`config.mk`:
```
export PLATFORM = sky130hd
export DESIGN_NAME = gate_bist_ctrl
export DESIGN_NICKNAME = d
export VERILOG_FILES = /design/src/rtl/gate_bist_ctrl.sv
export SDC_FILE = /design/constraint.sdc
export NUM_CORES = 1
export LEC_CHECK = 0
export BUFFER_PORTS_ARGS = -buffer_cell sky130_fd_sc_hd__buf_2
export CAP_MARGIN = 20
export CORE_MARGIN = 2
export CORE_UTILIZATION = 59
export CTS_CLUSTER_SIZE = 10
export DETAILED_ROUTE_END_ITERATION = 8
export PLACE_DENSITY = 0.81
export SLEW_MARGIN = 25
export SYNTH_ARGS = -nofsm -noshare
export SYNTH_HDL_FRONTEND = slang
export SYNTH_SLANG_ARGS = --single-unit
```
`constraint.sdc`:
```
create_clock -name clk -period 2.57 [get_ports clk]
set_input_delay 0.257 -clock clk [delete_from_list [all_inputs] [get_ports clk]]
set_output_delay 0.257 -clock clk [all_outputs]
set_load 0.005 [all_outputs]
```
`src/rtl/gate_bist_ctrl.sv`:
```
// gate_bist_ctrl: built-in self-test sequencer for a small combinational gate network
//
// Walks every input vector of the gate under test in ascending order, waits SETTLE
// cycles, samples the gate output and compares it with TRUTH[vector].
// Ports:
//   clk, rst_n           rising-edge clock, asynchronous active-low reset
//   start                begin a run (only sampled while idle)
//   dut_in / dut_out     vector driven to the gate, gate output sampled back
//   busy, done           run in progress, one-cycle completion pulse
//   pass                 last run had zero mismatches
//   err_count            number of mismatching vectors in the last run
//   fail_valid, fail_vec first mismatching vector and its valid flag
// Build option: define GATE_BIST_HALT_EN to stop the run at the first mismatch.
module gate_bist_ctrl #(
    parameter int                  N_IN   = 2,
    parameter int                  SETTLE = 1,
    parameter logic [2**N_IN-1:0]  TRUTH  = 4'b0111
) (
    input  logic            clk,
    input  logic            rst_n,
    input  logic            start,
    output logic [N_IN-1:0] dut_in,
    input  logic            dut_out,
    output logic            busy,
    output logic            done,
    output logic            pass,
    output logic [N_IN:0]   err_count,
    output logic            fail_valid,
    output logic [N_IN-1:0] fail_vec
);
    typedef enum logic [2:0] {IDLE, APPLY, WAIT, CHECK, DONE} state_t;
    state_t state, state_nx;
    logic [N_IN-1:0] vec;
    logic [3:0] settle;
    logic mis, last, halt;
    // case inequality so that an X/Z gate output is reported as a failure
    assign mis  = dut_out !== TRUTH[vec];
    assign last = &vec;
`ifdef GATE_BIST_HALT_EN
    assign halt = mis;
`else
    assign halt = 1'b0;
`endif
    always_ff @(posedge clk or negedge rst_n) begin
        if (!rst_n) state <= IDLE;
        else        state <= state_nx;
    end
    always_comb begin
        state_nx = state;
        case (state)
            IDLE:    state_nx = start ? APPLY : IDLE;
            APPLY:   state_nx = (SETTLE == 0) ? CHECK : WAIT;
            WAIT:    state_nx = (settle <= 4'd1) ? CHECK : WAIT;
            CHECK:   state_nx = (last || halt) ? DONE : APPLY;
            DONE:    state_nx = IDLE;
            default: state_nx = IDLE;
        endcase
    end
    // outputs are registered, so each one appears one edge after the state that sets it
    always_ff @(posedge clk or negedge rst_n) begin
        if (!rst_n) begin
            vec        <= '0;
            settle     <= '0;
            dut_in     <= '0;
            busy       <= 1'b0;
            done       <= 1'b0;
            pass       <= 1'b0;
            err_count  <= '0;
            fail_valid <= 1'b0;
            fail_vec   <= '0;
        end else begin
            done <= 1'b0;
            case (state)
                IDLE: if (start) begin
                    vec        <= '0;
                    err_count  <= '0;
                    fail_valid <= 1'b0;
                    fail_vec   <= '0;
                    pass       <= 1'b0;
                end
                APPLY: begin
                    dut_in <= vec;
                    busy   <= 1'b1;
                    settle <= 4'(SETTLE);
                end
                WAIT: settle <= settle - 4'd1;
                CHECK: begin
                    if (mis) begin
                        err_count <= err_count + 1'b1;
                        if (!fail_valid) begin
                            fail_valid <= 1'b1;
                            fail_vec   <= vec;
                        end
                    end
                    if (!last && !halt) vec <= vec + 1'b1;
                end
                DONE: begin
                    done <= 1'b1;
                    busy <= 1'b0;
                    pass <= (err_count == '0);
                end
                default: ;
            endcase
        end
    end
endmodule
```
==> impl_metrics.toml <==
[critical_path]
crit_family = "XOR/XNOR gates"
cp.required_ns = 2.75
reg2reg_depth = 4
cp_slowest_cell = "xnor2_1"
r2r_end = "fail_vec[1]"
cp.arrival_ns = 1.88
path_buf_inv = 0
cp-end-kind = "register"
cp-startpoint = "vec[0]"
cp-endpoint = "fail_vec[1]"
path_max_fanout = 7
path_cells = "ha_1 -> xnor2_1 -> o2bb2ai_2 -> o211ai_1"
cp_num_cells = 4
reg2reg_from = "vec[0]"
path_class = "register to register"
r2r_slack_ns = 0.87
cp-start-kind = "register"
critical-path-max-stage-delay_ns = 0.53

[timing]
fin_crit_ns = 1.70
setup_tns_ns = 0
hold_slack_ns = 0.333
drv_slew = 0
rsz0062_at_grt = "false"
hold_viol = 0
worst_clock_skew_ns = 0.000635
worst_pin_slew_ns = 0.603
fmax_mhz = 588
relSlewSlack_pct = 59.5
setup_viol = 0
finalCritPeriodShare_pct = 66.2

[power]
totalPowerFinal_mw = 1.24
p_int_mw = 0.752
pwr-share-seq_pct = 46.1
max-vdd-ir-drop_mv = 0.529
power.switching_mw = 0.491
clock_power_share_pct = 14.5
swShare_pct = 39.5
p_leak_nw = 0.538
power_frac_comb_pct = 39.4
power_per_cell_area_mw_per_mm2 = 1090

[synthesis]
netlist_area_mm2 = 0.00103
ys_types = 36
async_reset_ff_share_pct = 100
avgSynthCellArea_um2 = 10.2
synthCells = 101
yosysWarnings = 0
ys.flop_type = "dfrtp_1"
synth-edff-count = 0
synth_seq_cells = 20
synth_nets = 110
synth_seq_area_share_pct = 48.7

[die]
rows = 15
die_w_um = 45.8
core_mm2 = 0.00169
num_io_pins = 15
die-area_mm2 = 0.00209
start_util_pct = 60.9
die_y_um = 45.8

[cts]
path_clk_slew_ns = 0.11
clock-sinks = 20
cts_max_level = 1
ctsRootBufferMaster = "clkbuf_4"
clock_latency_ns = 0.29
cts.path.max_buffers = 2
cts_buffers = 3
cts_tree = "built"
ctsResizeCount = 0

[route]
dr.pass1.iters = 4
vias = 780
route.detailed.drc = 0
wl_per_cell_um = 13.7
via_per_inst = 5.91
wl_mm = 1.81
drtIter0Drc = 18
ant_nets = 0

[cells_and_area]
num-fill-cells = 145
final_cell_mix = "dfrtp_1 (20), buf_2 (14), inv_1 (10)"
syn_to_final_growth_pct = 10.6
drive_above_1_share_pct = 18.3
finalNetCount = 125
antenna_cells = 0
final_common_cell = "dfrtp_1"

[global_route]
grt_overflow = 0
antenna_found_initial = 0
first_global_vias = 730
grt_max_degree = 21
grt_first_pass_wirelength_mm = 3.16
met1_usage_pct = 30.4
use_met3_pct = 3.57
grt_usage_pct = 21.3
met2_usage_pct = 31.8
grt.busiest_layer = "met2"

[place]
dp_hpwl_mm = 1.29
io_buffers = 14
gp_congestion = 0.792

[worst_hold_path]
hold_path_depth = 3
min-delay-path-class = "input port to register"
min_from = "start"

[status]
status = "finished, final reports clean"

[run]
cap_viol_max_count = 0
[worst reg2reg max path: stages (launching register included)]
cell	delay, ns
dfrtp_1	0.45
ha_1	0.27
xnor2_1	0.53
o2bb2ai_2	0.22
o211ai_1	0.12
[Yosys cell counts, drive strengths merged (2+ instances only)]
cell / instances / area, um2
dfrtp: 20 / 500
inv: 11 / 41.3
o21ai: 9 / 45.0
nand3: 6 / 30.0
a21oi: 5 / 25.0
ha: 5 / 62.6
nor2: 5 / 18.8
buf: 3 / 21.3
nor3: 3 / 15.0
a21o: 2 / 15.0
a32o: 2 / 20.0
and2: 2 / 12.5
clkbuf: 2 / 7.51
mux2: 2 / 22.5
nand2: 2 / 7.51
nand3b: 2 / 15.0
nand4b: 2 / 17.5
o211ai: 2 / 15.0
xnor2: 2 / 17.5
[final cells by class]
class | count | area (um2) | area share, %
Timing Repair Buffer | 15 | 80.1 | 7.04
Inverter | 11 | 41.3 | 3.63
Clock buffer | 4 | 36.3 | 3.19
Tap cell | 17 | 21.3 | 1.87
Multi-Input combinational cell | 65 | 458 | 40.3
Sequential cell | 20 | 500 | 44.0
[per-layer routing]
metal	wire [um]	vias up
met5	0	-
met4	30	0
met3	61	5
met2	837	17
met1	884	370
li1	-	388
[how the worst min path moves through the flow]
stage	endpoint	slack [ns]
2_1_floorplan	busy	-0.04
3_3_place_gp	err_count[1]	0.22
3_5_place_dp	err_count[2]	0.22
4_1_cts	pass	0.32
5_1_grt	pass	0.33
6_report	pass	0.33
[flip-flops by register name, summed over array words and instances, names as in the netlist, 2 cells and up]
name and cells:
dut_in 2, fail_vec 2, state 3, settle 4, vec 2, err_count 3
[cells by family after synthesis]
| logic type | synth area share [%] |
|---|---|
| compound gates | 18.5 |
| simple gates | 16.1 |
| flops | 48.7 |
| buf+inv | 6.81 |
| fa+ha+maj | 6.08 |
| xor+xnor | 1.70 |
| mux | 2.19 |
[per-stage QoR]
step           area [um2]  util, %  setup slack (ns)  instances
5_1_grt              1140     67.3             0.704        132
2_1_floorplan        1030        -              1.13        101
3_5_place_dp         1090     64.6             0.880        127
4_1_cts              1140     67.3             0.858        132
3_3_place_gp         1090     64.6             0.916        127
6_report             1140     67.3             0.870        132
[power groups by stage]
stage | clock network, mW | registers (mW) | logic (mW)
after floorplan | 0 | 0.509 | 0.436
after global placement | 0 | 0.570 | 0.473
after detailed placement | 0 | 0.576 | 0.492
after CTS | 0.186 | 0.571 | 0.496
after global routing | 0.204 | 0.600 | 0.560
final | 0.181 | 0.573 | 0.490
[repair_timing]
action                                 4_1_cts  5_1_grt
setup buffers                                0        0
hold buffers                                 1        0
endpoints found under the hold margin       20        0
(Power assumes the default switching activity.)
